===== src/rtl/add_seq8_if.sv =====
// Operand/result bundle for the byte-serial add/subtract sequencer.
// The requester drives start/sub/cin/a/b; the sequencer returns busy/done/sum/cout/ovf.
interface add_seq8_if #(
  parameter int NBYTES = 4
);
  localparam int W = 8 * NBYTES;

  logic         start;
  logic         sub;
  logic         cin;
  logic [W-1:0] a;
  logic [W-1:0] b;
  logic         busy;
  logic         done;
  logic [W-1:0] sum;
  logic         cout;
  logic         ovf;

  modport master (
    output start, sub, cin, a, b,
    input  busy, done, sum, cout, ovf
  );

  modport slave (
    input  start, sub, cin, a, b,
    output busy, done, sum, cout, ovf
  );
endinterface


===== src/rtl/add_seq8.sv =====
// Multi-byte add/subtract sequencer: streams NBYTES bytes LSB-first through one
// shared 8-bit ripple adder, chaining the carry through a register.

module fulladder8 (
  input  logic [7:0] a,
  input  logic [7:0] b,
  input  logic       c,
  output logic [7:0] s,
  output logic       cout
);
  logic [8:0] cy;

  assign cy[0] = c;

  for (genvar i = 0; i < 8; i++) begin : g_bit
    assign s[i]    = a[i] ^ b[i] ^ cy[i];
    assign cy[i+1] = (a[i] & b[i]) | (cy[i] & (a[i] ^ b[i]));
  end

  assign cout = cy[8];
endmodule

module add_seq8 #(
  parameter int NBYTES = 4
) (
  input  logic        clk,
  input  logic        rst,
  add_seq8_if.slave   bus
);
  localparam int W  = 8 * NBYTES;
  localparam int CW = (NBYTES > 1) ? $clog2(NBYTES) : 1;
  localparam logic [CW-1:0] LAST = CW'(NBYTES - 1);

  typedef enum logic [1:0] {
    IDLE = 2'd0,
    RUN  = 2'd1,
    DONE = 2'd2
  } state_t;

  state_t         state;
  logic [CW-1:0]  cnt;
  logic           carry;
  logic [W-1:0]   opa;
  logic [W-1:0]   opb;
  logic [W-1:0]   res;
  logic           amsb;
  logic           bmsb;

  logic [7:0]     add_s;
  logic           add_co;
  logic [W+7:0]   res_cat;
  logic [W-1:0]   res_next;

  fulladder8 u_add (
    .a    (opa[7:0]),
    .b    (opb[7:0]),
    .c    (carry),
    .s    (add_s),
    .cout (add_co)
  );

  // New byte enters at the top, so after NBYTES shifts the LSB byte sits at [7:0].
  assign res_cat  = {add_s, res};
  assign res_next = res_cat[W+7:8];

  always_ff @(posedge clk) begin
    if (rst) begin
      state    <= IDLE;
      cnt      <= '0;
      carry    <= 1'b0;
      bus.busy <= 1'b0;
      bus.done <= 1'b0;
      bus.sum  <= '0;
      bus.cout <= 1'b0;
      bus.ovf  <= 1'b0;
    end else begin
      case (state)
        IDLE: begin
          bus.done <= 1'b0;
          if (bus.start) begin
            opa      <= bus.a;
            // Subtraction is a + ~b + 1, so the carry-in is forced high.
            opb      <= bus.sub ? ~bus.b : bus.b;
            carry    <= bus.sub ? 1'b1 : bus.cin;
            amsb     <= bus.a[W-1];
            bmsb     <= bus.b[W-1] ^ bus.sub;
            cnt      <= '0;
            bus.busy <= 1'b1;
            state    <= RUN;
          end
        end
        RUN: begin
          res   <= res_next;
          opa   <= opa >> 8;
          opb   <= opb >> 8;
          carry <= add_co;
          cnt   <= cnt + 1'b1;
          if (cnt == LAST) begin
            // Results are registered on the way into DONE so they are visible with done.
            bus.busy <= 1'b0;
            bus.done <= 1'b1;
            bus.sum  <= res_next;
            bus.cout <= add_co;
            bus.ovf  <= (amsb == bmsb) && (res_next[W-1] != amsb);
            state    <= DONE;
          end
        end
        DONE: begin
          bus.done <= 1'b0;
          state    <= IDLE;
        end
        default: begin
          bus.busy <= 1'b0;
          bus.done <= 1'b0;
          state    <= IDLE;
        end
      endcase
    end
  end
endmodule


===== src/flat_wrapper.sv =====
// flat-port wrapper written by rule: the top's interface ports become plain ports
module add_seq8_flat 
#(
  parameter int NBYTES = 4
)
  (clk, rst, bus_start, bus_sub, bus_cin, bus_a, bus_b, bus_busy, bus_done, bus_sum, bus_cout, bus_ovf);
  add_seq8_if #(.NBYTES(NBYTES)) bus_i ();
  input  logic clk;
  input  logic rst;
  input wire logic [$bits(bus_i.start)-1:0] bus_start;
  input wire logic [$bits(bus_i.sub)-1:0] bus_sub;
  input wire logic [$bits(bus_i.cin)-1:0] bus_cin;
  input wire logic [$bits(bus_i.a)-1:0] bus_a;
  input wire logic [$bits(bus_i.b)-1:0] bus_b;
  output wire logic [$bits(bus_i.busy)-1:0] bus_busy;
  output wire logic [$bits(bus_i.done)-1:0] bus_done;
  output wire logic [$bits(bus_i.sum)-1:0] bus_sum;
  output wire logic [$bits(bus_i.cout)-1:0] bus_cout;
  output wire logic [$bits(bus_i.ovf)-1:0] bus_ovf;
  assign bus_i.start = bus_start;
  assign bus_i.sub = bus_sub;
  assign bus_i.cin = bus_cin;
  assign bus_i.a = bus_a;
  assign bus_i.b = bus_b;
  assign bus_busy = bus_i.busy;
  assign bus_done = bus_i.done;
  assign bus_sum = bus_i.sum;
  assign bus_cout = bus_i.cout;
  assign bus_ovf = bus_i.ovf;
  add_seq8 #(.NBYTES(NBYTES)) u_core (.clk(clk), .rst(rst), .bus(bus_i));
endmodule

===== config.mk =====
export PLATFORM = sky130hd
export DESIGN_NAME = add_seq8_flat
export DESIGN_NICKNAME = d
export VERILOG_FILES = /design/src/rtl/add_seq8_if.sv /design/src/rtl/add_seq8.sv /design/src/flat_wrapper.sv
export SDC_FILE = /design/constraint.sdc
export NUM_CORES = 1
export LEC_CHECK = 0
export CAP_MARGIN = 20
export CORE_ASPECT_RATIO = 1.5
export CORE_UTILIZATION = 50
export CTS_CLUSTER_SIZE = 14
export DETAILED_ROUTE_END_ITERATION = 10
export PLACE_DENSITY_LB_ADDON = 0.15
export SLEW_MARGIN = 20
export SYNTH_ARGS = -nofsm -noshare
export SYNTH_HDL_FRONTEND = slang
export SYNTH_SLANG_ARGS = --single-unit
export TNS_END_PERCENT = 10

===== constraint.sdc =====
create_clock -name clk -period 7.5 [get_ports clk]
set_clock_uncertainty 0.2 [all_clocks]
set_input_delay 0.75 -clock clk [delete_from_list [all_inputs] [get_ports clk]]
set_output_delay 0.75 -clock clk [all_outputs]
set_load 0.01 [all_outputs]

==> results of run 1 <==
-- where the power goes --
group | internal (mW) | leakage, nW | total [mW] | switching (mW)
clock | 0.537 | 0.304 | 0.835 | 0.297
sequential | 0.839 | 1.19 | 0.855 | 0.0166
combinational | 0.0826 | 1.05 | 0.178 | 0.0957
-- through the flow --
step / util (%) / power (mW)
2_1_floorplan: - / 0.984
4_1_cts: 67.5 / 1.88
5_1_grt: 67.6 / 1.94
3_3_place_gp: 61.6 / 1.04
6_report: 67.6 / 1.87
3_5_place_dp: 61.7 / 1.05
-- registers in the layout (all words and copies together) (netlist names) --
name,cells
u_core.cnt,2
u_core.bus.done,1
u_core.opa,32
u_core.carry,1
u_core.bmsb,1
u_core.state,2
u_core.bus.busy,1
u_core.bus.cout,1
u_core.bus.sum,32
u_core.opb,32
u_core.res,24
u_core.bus.ovf,1
u_core.amsb,1
-- cell type report --
class | instances | area, sq um
sequential | 131 | 3520
fill | 828 | 3420
multi-input combinational | 301 | 1690
timing repair buffer | 109 | 1070
clock buffer | 21 | 493
tap | 144 | 180
clock inverter | 11 | 121
inverter | 10 | 37.5
-- logic make-up after synthesis --
| kind of cell | after synthesis | synth area share (%) |
|---|---|---|
| multiplexers | 2 | 0.393 |
| flip-flops | 131 | 65.2 |
| adder cells (fa/ha/maj) | 9 | 3.19 |
| AO/OA/AOI/OAI | 66 | 7.43 |
| buffers and inverters | 41 | 3.93 |
| XOR/XNOR | 32 | 5.18 |
| AND/OR/NAND/NOR | 192 | 14.7 |
-- how the worst max path moves through the flow --
| stage | startpoint | endpoint | slack (ns) |
|---|---|---|---|
| after detailed placement | u_core.opb[0] | u_core.bus.ovf | 2.60 |
| after CTS | u_core.opb[0] | u_core.bus.ovf | 2.54 |
| after global placement | u_core.opb[0] | u_core.bus.ovf | 2.70 |
| after global routing | u_core.opb[0] | u_core.bus.ovf | 2.45 |
| final | u_core.opb[0] | u_core.bus.ovf | 2.61 |
| after floorplan | rst | u_core.opa[0] | 1.20 |
-- layer usage --
metal	GRT usage, %	vias to the layer above	routed length (microns)
met5	0	-	0
met4	12.4	0	340
met3	4.84	22	410
met2	32.5	109	5160
met1	20.5	1604	3740
li1	-	1767	-
-- layout by cell type (no fill, tap or decap), types with 4 or more instances in the layout --
master and count:
nand2_2 10, and2_1 9, nor2_1 15, edfxtp_1 90, nand2_1 146, xnor2_1 31, fa_1 8, inv_1 10
a21oi_2 10, o21ai_0 26, buf_4 4, clkbuf_16 19, dfxtp_1 41, a21oi_1 20, clkdlybuf4s50_1 102
-- worst max-delay path: cells and delay by family (launching register included) --
kind	cells	cell delay [ns]
adder cells (fa/ha/maj)	8	3.32
flip-flops	1	0.39
AND/OR/NAND/NOR	1	0.36
AO/OA/AOI/OAI	1	0.28
buffers and inverters	3	0.25
==> impl_metrics.yaml, run 1 <==
status:
  outcome: "finished, final reports clean"
critical_path:
  endpoint_kind: "register"
  cp_max_fo: 4
  max_stage_delay_ns: 0.47
  required_ns: 7.61
  cpMostUsedCell: "fa_1"
  r2r_slack_ns: 2.61
  r2r-start: "u_core.opb[0]"
  path_class: "reg2reg"
  rr_endpoint: "u_core.bus.ovf"
  arrival_ns: 5.00
  critical_path.cell_chain: "fa_1 > fa_1 > fa_1 > fa_1 > fa_1 > inv_1 > fa_1 > inv_1 > fa_1 > inv_1 > fa_1 > or3_1 > a311oi_2"
  cpMaxStageDelayCell: "fa_1"
  r2r_cells: 13
  cp-start-kind: "register"
sta:
  setup_slack_ns: 2.61
  rsz0062_at_grt: "false"
  tns_ns: 0
  max_freq_mhz: 205
  hold_viol_final: 0
  tightest_slew_ns: 0.932
  whs_ns: 0.248
  post-route-period-util_pct: 65.2
  final-max-slew-violation-count: 0
  relSlewSlack_pct: 37.9
  post-route-min-period_ns: 4.89
  setup_viol: 0
yosys:
  syn_inst: 473
  synth_top_area_share_pct: 50.0
  synthFlopType: "edfxtp_1"
  synth_area_leaders: "edfxtp_1 (50%), dfxtp_1 (15%), nand2_1 (10%)"
  synth_commonest_cells: "nand2_1 (146), edfxtp_1 (90), dfxtp_1 (41)"
  ys_seq_area_share_pct: 65.2
  synth_top_cell_by_area: "edfxtp_1"
  synth_seq_cells: 131
  synth_edf_count: 90
  postSynthAreaPerCell_sq_um: 11.4
  synthArstFlopShare_pct: 0
  ys_warn_count: 0
  synth_nets: 551
  synth.distinct_cells: 36
  synth_most_common_cell: "nand2_1"
  syn_area_sq_um: 5410
global_routing:
  antenna_found_initial: 0
  grt_pass1_wl_mm: 15.7
  grt_start_max_net_pins: 82
  overflow: 0
  grt_pass1_vias: 3417
  track_usage_pct: 18.9
cts:
  cts_sinks: 131
  cts_tree: "yes"
  cts.htree.levels: 4
  cts_buffers: 17
  cts_root_buf: "clkbuf_16"
  clk_latency_ns: 0.41
  path_clk_slew_ns: 0.05
  cts_hold_buf: 0
  cts_setup_buffers: 0
  clockBufferDepth: 2
  post_cts_resize_count: 0
cells_and_area:
  design_area_sq_um: 7120
  n_antenna_cell: 0
  final_nets: 648
  fin_cells: 727
  areaGrowthSynthToFinish_pct: 31.6
  layout-drive-gt1-share_pct: 11.0
hold_path:
  holdPathEnd: "u_core.res[15]"
  min_path_type: "reg2reg"
  hold_start: "u_core.res[23]"
  hold_depth: 0
detailed_routing:
  vias: 3502
  drt-vias-per-instance: 4.82
  finalWirelength_mm: 9.65
  drtPass1Iterations: 4
  drt_iter0_markers: 124
  drc: 0
  final_antenna_net_count: 0
  routedWlPerCell_microns: 13.3
place:
  dp_hpwl_mm: 6.41
  dp.cells: 695
  place_ws_ns: 2.60
  dpl_cell_area_sq_um: 6500
  place.gp.congestion: 0.721
  port_buffers: 104
die:
  ios: 105
  die_x_microns: 86.9
  start_util_pct: 51.3
  die_area_sq_um: 11200
  dieHeight_microns: 129
  fp.coreArea_sq_um: 10500
  row_count: 46
power_and_ir_drop:
  power_leakage_nw: 2.54
  peakVddDrop_uv: 171
  power.density_nw_per_um2: 263
job:
  max_cap_violations: 0
No activity file was read; power rests on OpenSTA's default activity.
==> run 2: changes to the inputs <==
==> constraint.sdc (replaced) <==
create_clock -name clk -period 4.7 [get_ports clk]
set_clock_uncertainty 0.2 [all_clocks]
set_input_delay 0.47 -clock clk [delete_from_list [all_inputs] [get_ports clk]]
set_output_delay 0.47 -clock clk [all_outputs]
set_load 0.01 [all_outputs]
==> run 2 against run 1 <==
  * Fmax grew 7.2%
  * Largest cell class unchanged
  * Register-to-register slack lost 2.5 ns
  * Sequential share of layout area shrank 0.23 points
  * Cell area grew 0.47%
  * Critical path type unchanged
  * Routed wire length shrank 0.57%
  * Power grew 61%
  * Non-clock buffer count grew 2
  * Global-route usage shrank 0.53 points
==> impl_metrics.yaml, run 2 (same netlist as run 1, synthesis figures left out) <==
status:
  outcome: "finished, final reports clean"
detailed_routing:
  drt_iter0_markers: 127
  routedWlPerCell_microns: 13.2
  vias: 3451
  drc: 0
  finalWirelength_mm: 9.59
  drtPass1Iterations: 4
  drt-vias-per-instance: 4.73
  final_antenna_net_count: 0
cts:
  cts_setup_buffers: 0
  clk_latency_ns: 0.40
  clockBufferDepth: 2
  cts_buffers: 17
  cts.htree.levels: 4
  cts_sinks: 131
  cts_tree: "yes"
  cts_hold_buf: 0
  path_clk_slew_ns: 0.05
  cts_root_buf: "clkbuf_16"
critical_path:
  r2r-start: "u_core.opb[0]"
  startpoint: "u_core.opb[0]"
  cp_max_fo: 2
  cp-start-kind: "register"
  path_class: "reg2reg"
  required_ns: 4.81
  arrival_ns: 4.67
  endpoint_kind: "register"
sta:
  max_freq_mhz: 219
  post-route-period-util_pct: 97.0
  tns_ns: 0
  hold_viol_final: 0
  post-route-min-period_ns: 4.56
  relSlewSlack_pct: 37.8
  final-max-slew-violation-count: 0
  rsz0062_at_grt: "false"
  tightest_slew_ns: 0.934
  setup_viol: 0
  whs_ns: 0.246
hold_path:
  hold_start: "u_core.res[26]"
  min_path_type: "reg2reg"
die:
  ios: 105
  dieHeight_microns: 129
  start_util_pct: 51.3
  fp.coreArea_sq_um: 10500
  die_x_microns: 86.9
  row_count: 46
  die_area_sq_um: 11200
cells_and_area:
  final_nets: 650
  layout-drive-gt1-share_pct: 12.0
  fin_util_pct: 67.9
  largestRegisters: "u_core.bus.sum x32, u_core.opa x32, u_core.opb x32"
  final_common_cell: "nand2_1"
  n_antenna_cell: 0
  fillerInstances: 813
  areaGrowthSynthToFinish_pct: 32.2
  fin_cells: 729
  final_cell_mix: "nand2_1 (146), clkdlybuf4s50_1 (102), edfxtp_1 (90), dfxtp_1 (41), xnor2_1 (31)"
power_and_ir_drop:
  peakVddDrop_uv: 286
  p_total_mw: 3.00
  power.density_nw_per_um2: 419
  power_leakage_nw: 2.55
global_routing:
  grt_start_max_net_pins: 65
  overflow: 0
  antenna_found_initial: 0
  track_usage_pct: 18.4
  grt_pass1_wl_mm: 15.3
  grt_pass1_vias: 3351
place:
  port_buffers: 104
  dp.cells: 697
  dp_hpwl_mm: 6.26
  place.gp.congestion: 0.744
job:
  max_cap_violations: 0
## run 2: per-stage QoR
step,setup slack [ns],area [sq um]
6_report,0.141,7150
5_1_grt,0.00268,7150
3_5_place_dp,-0.149,6520
3_3_place_gp,-0.0632,6510
2_1_floorplan,0.0493,5410
4_1_cts,0.0427,7150
## run 2: worst paths after layout
check        slack, ns  cells after the start              to
min reg2reg       0.25                      0  u_core.res[18]
min               0.25                      0  u_core.res[18]
max reg2reg       0.14                     13  u_core.bus.ovf
max               0.14                     13  u_core.bus.ovf
## run 2: power by group
group / internal (mW) / total [mW] / leakage [nW] / switching (mW)
sequential: 1.34 / 1.37 / 1.19 / 0.0282
clock: 0.884 / 1.34 / 0.311 / 0.455
combinational: 0.139 / 0.293 / 1.05 / 0.154
total: 2.36 / 3.00 / 2.55 / 0.638
## run 2: final cells by class
class                   count  area [sq um]  share of cell area, %
flip-flops and latches    131          3520                   49.3
repair buffers            111          1090                   15.2
clock inverters             8          92.6                   1.29
clock buffers              24           524                   7.33
inverters                  10          37.5                  0.525
multi-input cells         301          1710                   23.8
well taps                 144           180                   2.52
## run 2: timing repair
item	4_1_cts	5_1_grt
cloned	0	0
setup endpoints to repair	1	1
pin swaps	0	1
gates resized for setup	4	1
## run 2: critical path, cell delays in order, from the launching register on
cell	delay, ns
edfxtp_1	0.40
fa_2	0.41
fa_2	0.37
fa_2	0.41
fa_2	0.40
fa_1	0.42
inv_1	0.09
fa_1	0.18
inv_1	0.06
fa_1	0.44
inv_2	0.09
fa_1	0.41
or3_1	0.34
a311oi_2	0.26
## run 2: layer usage
layer | vias to the layer above | wire length [microns] | part of all wire, % | track usage [%]
met2 | 100 | 5160 | 54 | 31.6
met5 | - | 0 | 0 | 0
met1 | 1565 | 3820 | 40 | 20.3
met3 | 15 | 364 | 3.8 | 5.29
li1 | 1771 | - | - | -
met4 | 0 | 250 | 2.6 | 10.1
